<file path="config.mk">
export PLATFORM = sky130hd
export DESIGN_NAME = term_vram_sched
export DESIGN_NICKNAME = d
export VERILOG_FILES = /design/src/rtl/term_vram_sched.sv
export SDC_FILE = /design/constraint.sdc
export NUM_CORES = 1
export LEC_CHECK = 0
export CAP_MARGIN = 40
export CORE_MARGIN = 8
export CORE_UTILIZATION = 35
export CTS_CLUSTER_SIZE = 30
export DETAILED_ROUTE_END_ITERATION = 16
export PLACE_DENSITY = 0.55
export SETUP_SLACK_MARGIN = 0.3
export SLEW_MARGIN = 20
export SYNTH_ARGS = -nofsm -noshare
export SYNTH_HDL_FRONTEND = slang
export SYNTH_SLANG_ARGS = --single-unit
</file>
<file path="constraint.sdc">
create_clock -name clk -period 2.4 [get_ports clk]
set_input_delay 0.72 -clock clk [delete_from_list [all_inputs] [get_ports clk]]
set_output_delay 0.72 -clock clk [all_outputs]
set_load 0.02 [all_outputs]
</file>
<file path="src/rtl/term_vram_sched.sv">
// term_vram_sched: owns the text VRAM write/read ports; host char writes vs bulk clear/scroll.
// Optional TERM_VRAM_SCHED_HOST_QUEUE_EN: one-entry host write holding register while busy.
module term_vram_sched #(
    parameter int         COLS      = 100,
    parameter int         ROWS      = 30,
    parameter int         ADDR_W    = 12,
    parameter logic [7:0] FILL_CHAR = 8'h00
) (
    input  logic              clk,
    input  logic              rst_n,
    input  logic              host_req,
    input  logic [ADDR_W-1:0] host_addr,
    input  logic [7:0]        host_data,
    output logic              host_gnt,
    input  logic              cmd_valid,
    input  logic [1:0]        cmd_op,
    input  logic [4:0]        cmd_row,
    output logic              cmd_ready,
    output logic              busy,
    output logic              done,
    output logic              vram_w_en,
    output logic [ADDR_W-1:0] vram_w_addr,
    output logic [7:0]        vram_w_data,
    output logic [ADDR_W-1:0] vram_r_addr,
    input  logic [7:0]        vram_r_data
);

    typedef enum logic [2:0] {
        IDLE,
        CLEAR,
        COPY,
        FILL,
        FIN
    } state_t;

    localparam logic [ADDR_W-1:0] LAST   = ADDR_W'(COLS * ROWS - 1);
    localparam logic [ADDR_W-1:0] COLS_A = ADDR_W'(COLS);
    localparam logic [ADDR_W-1:0] ONE    = ADDR_W'(1);

    state_t            state;
    state_t            state_n;
    logic              w_en_n;
    logic [ADDR_W-1:0] w_addr_n;
    logic [7:0]        w_data_q;
    logic [7:0]        w_data_n;
    logic              copy_q;
    logic              copy_n;
    logic [ADDR_W-1:0] r_addr_n;
    logic [ADDR_W-1:0] last_q;
    logic [ADDR_W-1:0] last_n;
    logic [ADDR_W-1:0] row_base;
    logic [ADDR_W-1:0] row_last;
    logic              row_ok;
    logic              q_empty;

    assign row_base = ADDR_W'(cmd_row) * COLS_A;
    assign row_last = row_base + COLS_A - ONE;
    assign row_ok   = int'(cmd_row) < ROWS;

    assign busy = (state != IDLE);
    assign done = (state == FIN);

    // During scroll copy the read data flows straight onto the write bus.
    assign vram_w_data = copy_q ? vram_r_data : w_data_q;

`ifdef TERM_VRAM_SCHED_HOST_QUEUE_EN
    logic              q_valid;
    logic              q_valid_n;
    logic [ADDR_W-1:0] q_addr;
    logic [ADDR_W-1:0] q_addr_n;
    logic [7:0]        q_data;
    logic [7:0]        q_data_n;

    assign q_empty = !q_valid;

    always_ff @(posedge clk or negedge rst_n) begin
        if (!rst_n) begin
            q_valid <= 1'b0;
            q_addr  <= '0;
            q_data  <= 8'h00;
        end else begin
            q_valid <= q_valid_n;
            q_addr  <= q_addr_n;
            q_data  <= q_data_n;
        end
    end
`else
    assign q_empty = 1'b1;
`endif

    always_ff @(posedge clk or negedge rst_n) begin
        if (!rst_n) begin
            state <= IDLE;
        end else begin
            state <= state_n;
        end
    end

    always_ff @(posedge clk or negedge rst_n) begin
        if (!rst_n) begin
            vram_w_en   <= 1'b0;
            vram_w_addr <= '0;
            w_data_q    <= 8'h00;
            copy_q      <= 1'b0;
            vram_r_addr <= '0;
            last_q      <= '0;
        end else begin
            vram_w_en   <= w_en_n;
            vram_w_addr <= w_addr_n;
            w_data_q    <= w_data_n;
            copy_q      <= copy_n;
            vram_r_addr <= r_addr_n;
            last_q      <= last_n;
        end
    end

    always_comb begin
        state_n   = state;
        w_en_n    = 1'b0;
        w_addr_n  = vram_w_addr;
        w_data_n  = w_data_q;
        copy_n    = 1'b0;
        r_addr_n  = vram_r_addr;
        last_n    = last_q;
        host_gnt  = 1'b0;
        cmd_ready = 1'b0;
`ifdef TERM_VRAM_SCHED_HOST_QUEUE_EN
        q_valid_n = q_valid;
        q_addr_n  = q_addr;
        q_data_n  = q_data;
`endif
        unique case (state)
            IDLE: begin
                host_gnt  = host_req;
                cmd_ready = !host_req && q_empty;
                if (host_req) begin
                    w_en_n   = 1'b1;
                    w_addr_n = host_addr;
                    w_data_n = host_data;
                end else if (cmd_valid && cmd_ready) begin
                    unique case (cmd_op)
                        2'b00: begin
                            state_n  = CLEAR;
                            w_en_n   = 1'b1;
                            w_addr_n = '0;
                            w_data_n = FILL_CHAR;
                            last_n   = LAST;
                        end
                        2'b01: begin
                            state_n  = COPY;
                            r_addr_n = COLS_A;
                        end
                        2'b10: begin
                            if (row_ok) begin
                                state_n  = CLEAR;
                                w_en_n   = 1'b1;
                                w_addr_n = row_base;
                                w_data_n = FILL_CHAR;
                                last_n   = row_last;
                            end else begin
                                state_n = FIN;
                            end
                        end
                        default: state_n = FIN;
                    endcase
                end
            end
            CLEAR: begin
                if (vram_w_addr == last_q) begin
                    state_n = FIN;
                end else begin
                    w_en_n   = 1'b1;
                    w_addr_n = vram_w_addr + ONE;
                end
            end
            COPY: begin
                // Write lands one cycle behind the read, one row up.
                w_en_n   = 1'b1;
                copy_n   = 1'b1;
                w_addr_n = vram_r_addr - COLS_A;
                if (vram_r_addr == LAST) begin
                    state_n = FILL;
                end else begin
                    r_addr_n = vram_r_addr + ONE;
                end
            end
            FILL: begin
                w_data_n = FILL_CHAR;
                if (vram_w_addr == LAST) begin
                    state_n = FIN;
                end else begin
                    w_en_n   = 1'b1;
                    w_addr_n = vram_w_addr + ONE;
                end
            end
            FIN: begin
                state_n = IDLE;
`ifdef TERM_VRAM_SCHED_HOST_QUEUE_EN
                if (q_valid) begin
                    w_en_n    = 1'b1;
                    w_addr_n  = q_addr;
                    w_data_n  = q_data;
                    q_valid_n = 1'b0;
                end else if (host_req) begin
                    host_gnt = 1'b1;
                    w_en_n   = 1'b1;
                    w_addr_n = host_addr;
                    w_data_n = host_data;
                end
`endif
            end
            default: state_n = IDLE;
        endcase
`ifdef TERM_VRAM_SCHED_HOST_QUEUE_EN
        if ((state inside {CLEAR, COPY, FILL}) && host_req && q_empty) begin
            host_gnt  = 1'b1;
            q_valid_n = 1'b1;
            q_addr_n  = host_addr;
            q_data_n  = host_data;
        end
`endif
    end

endmodule

</file>
* Yosys cells after proc, flatten, opt, wreduce, memory -nomap -nowiden *
Cells that the tools add are included.

operators by class
  add/subtract/negate cells = 5
  mux-type cells = 38
  reduce and logical (&&, ||, !) cells = 14
  bitwise logic cells = 1
  order comparisons = 1
  $mul = 1
  eq/ne operators = 22

operators by type and width
  cell                   number
  $mux 12                10
  $pmux 12 s2            3
  $pmux 12 s4            1
  $mux 8                 4
  $pmux 8 s2             2
  $add 12x1->12 const B  2
  $eq 12x12->1 const B   2
  $mux 3                 6
  $ne 2x2->1 const B     9
  $reduce_and 5->1       3
  $add 12x7->12 const B  1
  $eq 12x12->1           1
  $pmux 3 s4             1
  $sub 12x1->12 const B  1
  $sub 12x7->12 const B  1
  $mul 5x5->10 const B   1
  $pmux 3 s3             1
  $mux 1                 8
  $eq 3x2->1 const B     2
  $reduce_and 6->1       1
  $reduce_bool 2->1      3
  $lt 5x5->1 const B     1
  $ne 4x2->1 const B     1
  $ne 4x4->1 const B     1
  other kinds (16)       16

storage, ports and cells
  bits of input ports = 39
  flip-flop bits (word level) = 49
  word-level logic and storage cells = 89
  output and inout bits = 37

* Depth between registers and ports, before layout *
  depth after elaboration = 6
  gate-level depth with buffers = 11
  depth with buffers taken out = 11

* Least setup slack after synthesis *
Ideal clock, no wire load.

  path type = input to register
  start = input cmd_row[0]
  end = register last_q[11]
  stages = 9
  arrival = 2837 ps
  data required time = 2279 ps
  library setup time = 121 ps
  path buffers = 0
  setup slack = -559 ps
  path through = ha_1 ha_1 ha_1 inv_1 fa_1 or3_1 nor3b_1 xor2_1 o22a_1

on the way
  cells in the longest elaborated chain, start to end = 5
  elaborated cells on any way between the ends = 8
  those cells by class = add/sub (2); mul (1); order compare (1); eq/ne (1); mux (2); reduce/logical (1)

RTL lines
  what                  RTL line  source
  start, declared       17        input logic [4:0] cmd_row,
  $mul 5x5->10          56        assign row_base = ADDR_W'(cmd_row) * COLS_A;
  $add 12x7->12         57        assign row_last = row_base + COLS_A - ONE;
  $sub 12x1->12         57
  $mux 12               154       if (row_ok) begin
  $pmux 12 s2           141       unique case (cmd_op)
  end signal, assigned  113       last_q <= last_n;
  end, declared         49        logic [ADDR_W-1:0] last_q;

Parallel ways exist; a longest one is shown, timed or not. The select of a mux whose other input is x is not followed.
A chain may end at the register's enable or synchronous reset.

* Worst setup path in the final report *
Ends and elaborated chain as after synthesis.

==> flow_metrics.env <==
export IMPL_final_cells=686
export IMPL_nNetsFinal=613
export IMPL_r2r_setup_slack_ns=0.30
export IMPL_cts_max_level=2
export IMPL_slew_viol_final=0
export IMPL_fp_row_count=37
export IMPL_required_ns=2.58
export IMPL_synth_top_area_share_pct=32.8
export IMPL_numClockSinks=48
export IMPL_peakVddDrop_mv=0.463
export IMPL_final_layout_size_suffix_gt1_share_pct=36.4
export IMPL_final_hold_viol_count=0
export IMPL_cts_buffers=5
export IMPL_arrival_ns=2.82
export IMPL_vias=3658
export IMPL_drc=0
export IMPL_p_sw_share_pct=46.6
export IMPL_drv_cap=0
export IMPL_clock_path_buffers=2
export IMPL_vias_per_cell=5.33
export IMPL_synth_cell_types=63
export IMPL_fin_crit_sh_pct=110
export IMPL_ant_nets=0
export IMPL_rr_endpoint="vram_w_addr[11]$_DFFE_PN0P_"
export IMPL_power_density_nw_per_um2=1010
export IMPL_cp_start_kind="input port"
export IMPL_hold_ws_ns=0.375
export IMPL_fin_util_pct=55.6
export IMPL_critical_path_class="input port to flop"
export IMPL_die_w_um=118
export IMPL_grt_max_degree=49
export IMPL_antenna_found_initial=0
export IMPL_violations="negative setup slack"
export IMPL_first_global_vias=3754
export IMPL_cts_tree="done"
export IMPL_diodes=0
export IMPL_setup_viol=6
export IMPL_area_growth_pct=55.4
export IMPL_synthesis_nets=477
export IMPL_worstSkewPairLatency_ns=0.30
export IMPL_drt_iter0_drc=221
export IMPL_wirelength_um=12300
export IMPL_fillers=905
export IMPL_p_clk_share_pct=8.7
export IMPL_ys_flop_type="dfrtp_1"
export IMPL_fin_skew_ns=0.0144
export IMPL_hold_class="input port to asynchronous set/reset pin"
export IMPL_fin_crit_ns=2.64
export IMPL_grt_pass1_wl_um=20000
export IMPL_worstReg2RegStart="vram_w_addr[3]$_DFFE_PN0P_"
export IMPL_place_inst=661
export IMPL_outcome="complete, but fails checks"
export IMPL_syn_area_per_cell_um2=8.86
export IMPL_die_area_um2=14000
export IMPL_drt_pass1_iterations=5
export IMPL_p_leak_nw=2.54
export IMPL_seqPwrFrac_pct=24.8
export IMPL_start_util_pct=35.8
export IMPL_fmax_mhz=379
export IMPL_grt_usage_pct=17.2
export IMPL_gp_congestion=0.839
export IMPL_io_pins=76
export IMPL_synth_seq_cells=48
export IMPL_combPwrFrac_pct=66.5
export IMPL_gr_total_overflow=0
export IMPL_core_area_um2=10200
export IMPL_dp_slack_ns=-1.06
export IMPL_intPower_mw=3.08
export IMPL_wl_per_cell_um=17.9
export IMPL_worst_r2r_cell_count=7
export IMPL_synth_edff_count=0
export IMPL_rsz0062_at_grt="yes"
export IMPL_hpwl_um=9130
export IMPL_crit_path_end_kind="flop"
export IMPL_syn_cell_area_um2=3660
export IMPL_ys_warn_count=0
export IMPL_syn_inst=413
export IMPL_synthTopCellsByArea="dfrtp_1 (33%), ha_1 (8.2%), xnor2_1 (4.8%), nand2_1 (4.7%), xor2_1 (4.3%)"
export IMPL_clk_pin_slew_worst_paths_ns=0.10
export IMPL_cp_max_fo=2
export IMPL_p_switching_mw=2.69
export IMPL_root_buffer="clkbuf_8"
export IMPL_relSlewSlack_pct=63.3
export IMPL_die_height_um=118
export IMPL_yosysSeqAreaShare_pct=32.8
export IMPL_synth_top_area_cell="dfrtp_1"
export IMPL_setup_ws_ns=-0.240
export IMPL_async_flop_share_pct=100
export IMPL_worstMarginPinSlew_ns=0.549
export IMPL_numPortBuffers=75
## metal layers
metal / share of wire, % / track usage [%] / vias up
met3: 5.6 / 3.52 / 15
met4: 1.6 / 4.24 / 0
met1: 47 / 23.5 / 1779
met5: 0 / 0 / -
met2: 46 / 27.2 / 131
li1: - / - / 1733
## Yosys cell counts, types with 3 or more instances
cell,instances
nand2b_1,5
o21ai_2,9
inv_2,3
ha_1,24
o41ai_1,7
buf_6,5
xor2_1,18
nand2_1,46
inv_1,23
o21ai_0,21
a21oi_1,16
and2_1,6
nand4_1,3
nor2b_1,3
or3_1,6
xnor2_1,20
mux2i_1,10
and3_1,3
buf_2,6
nor3_1,12
nor4_1,4
nor4_2,5
a221oi_1,3
a31oi_1,10
dfrtp_1,48
nand3_1,11
nor2_1,29
clkbuf_1,10
## worst max-delay path, cell delays in order
cell and delay (ns):
buf_8 0.10, ha_4 0.23, ha_4 0.27, ha_4 0.12, inv_2 0.04, fa_2 0.40
xor2_2 0.16, or3_4 0.36, nor3b_4 0.19, xor2_1 0.08, o22a_1 0.16
## what timing repair did
action | in CTS | in global routing
pin swaps | 33 | 24
endpoints found under the setup margin | 74 | 29
setup buffers | 7 | 9
resized for setup | 185 | 35
hold buffers | 0 | 0
cloned | 1 | 0
## power by group through the flow
stage               Sequential [mW]  Combinational (mW)  Clock (mW)
detailed placement             1.40                3.47           0
CTS                            1.40                3.58       0.520
global route                   1.47                4.13       0.557
finish                         1.43                3.83       0.501
floorplan                      1.50                2.01           0
global placement               1.40                3.42           0
## sequential cells by signal, indices dropped and copies added (netlist names)
signal and cells:
last_q 11, state 3, vram_w_addr 12, vram_w_en 1, vram_r_addr 12, w_data_q 8
copy_q 1
## how the worst max path moves through the flow
stage / start / end / depth (start not counted)
final: cmd_row[0] / last_q[11]$_DFFE_PN0P_ / 11
after global routing: cmd_row[0] / last_q[9]$_DFFE_PN0P_ / 11
after CTS: cmd_row[1] / last_q[11]$_DFFE_PN0P_ / 11
after detailed placement: cmd_row[1] / last_q[11]$_DFFE_PN0P_ / 11
after global placement: cmd_row[1] / last_q[11]$_DFFE_PN0P_ / 11
after floorplan: cmd_row[0] / last_q[11]$_DFFE_PN0P_ / 10
## metrics by stage
step | setup TNS [ns] | power [mW] | cell area (um2)
3_5_place_dp | -22.05 | 4.87 | 5130
4_1_cts | -0.614 | 5.50 | 5460
3_3_place_gp | -21.23 | 4.81 | 5130
5_1_grt | -1.08 | 6.16 | 5690
6_report | -0.766 | 5.77 | 5690
2_1_floorplan | -1.18 | 3.50 | 3880
## final cells by class
class                   instances  area (um2)  area share [%]
well taps                     136         170            2.99
inverters                      26         105            1.85
clock inverters                 3        18.8           0.330
multi-input cells             315        2750            48.3
clock buffers                   5        68.8            1.21
flip-flops and latches         48        1210            21.3
repair buffers                153        1370            24.1
## layout by cell type (no fill, tap or decap), drive strengths merged, types with 3 or more instances in the layout
master / synthesis / routed
a21o: 2 / 3
a21oi: 16 / 16
a221oi: 3 / 3
a31oi: 11 / 11
and2: 6 / 6
and3: 3 / 3
buf: 15 / 95
clkbuf: 10 / 7
clkdlybuf4s50: 0 / 24
clkinv: 0 / 3
dfrtp: 48 / 48
dlygate4sd2: 0 / 32
ha: 24 / 24
inv: 26 / 26
mux2i: 10 / 10
nand2: 46 / 46
nand2b: 5 / 5
nand3: 11 / 11
nand4: 4 / 4
nor2: 30 / 30
nor2b: 4 / 4
nor3: 14 / 14
nor4: 9 / 9
o21ai: 32 / 32
o41ai: 7 / 7
or3: 6 / 6
xnor2: 20 / 20
xor2: 18 / 18
## kinds of logic (layout without fill, tap and decap cells)
kind of cell / after synthesis / after routing / share of synthesized area, %
and+or+nand+nor: 146 / 146 / 20.7
AOI/OAI and AO/OA: 93 / 94 / 17.9
buffers and inverters: 51 / 187 / 7.11
adders and majority gates: 25 / 25 / 8.75
DFF: 48 / 48 / 32.8
xor gates and xnor gates: 38 / 38 / 9.09
muxes: 12 / 12 / 3.56
(Power assumes the default switching activity.)
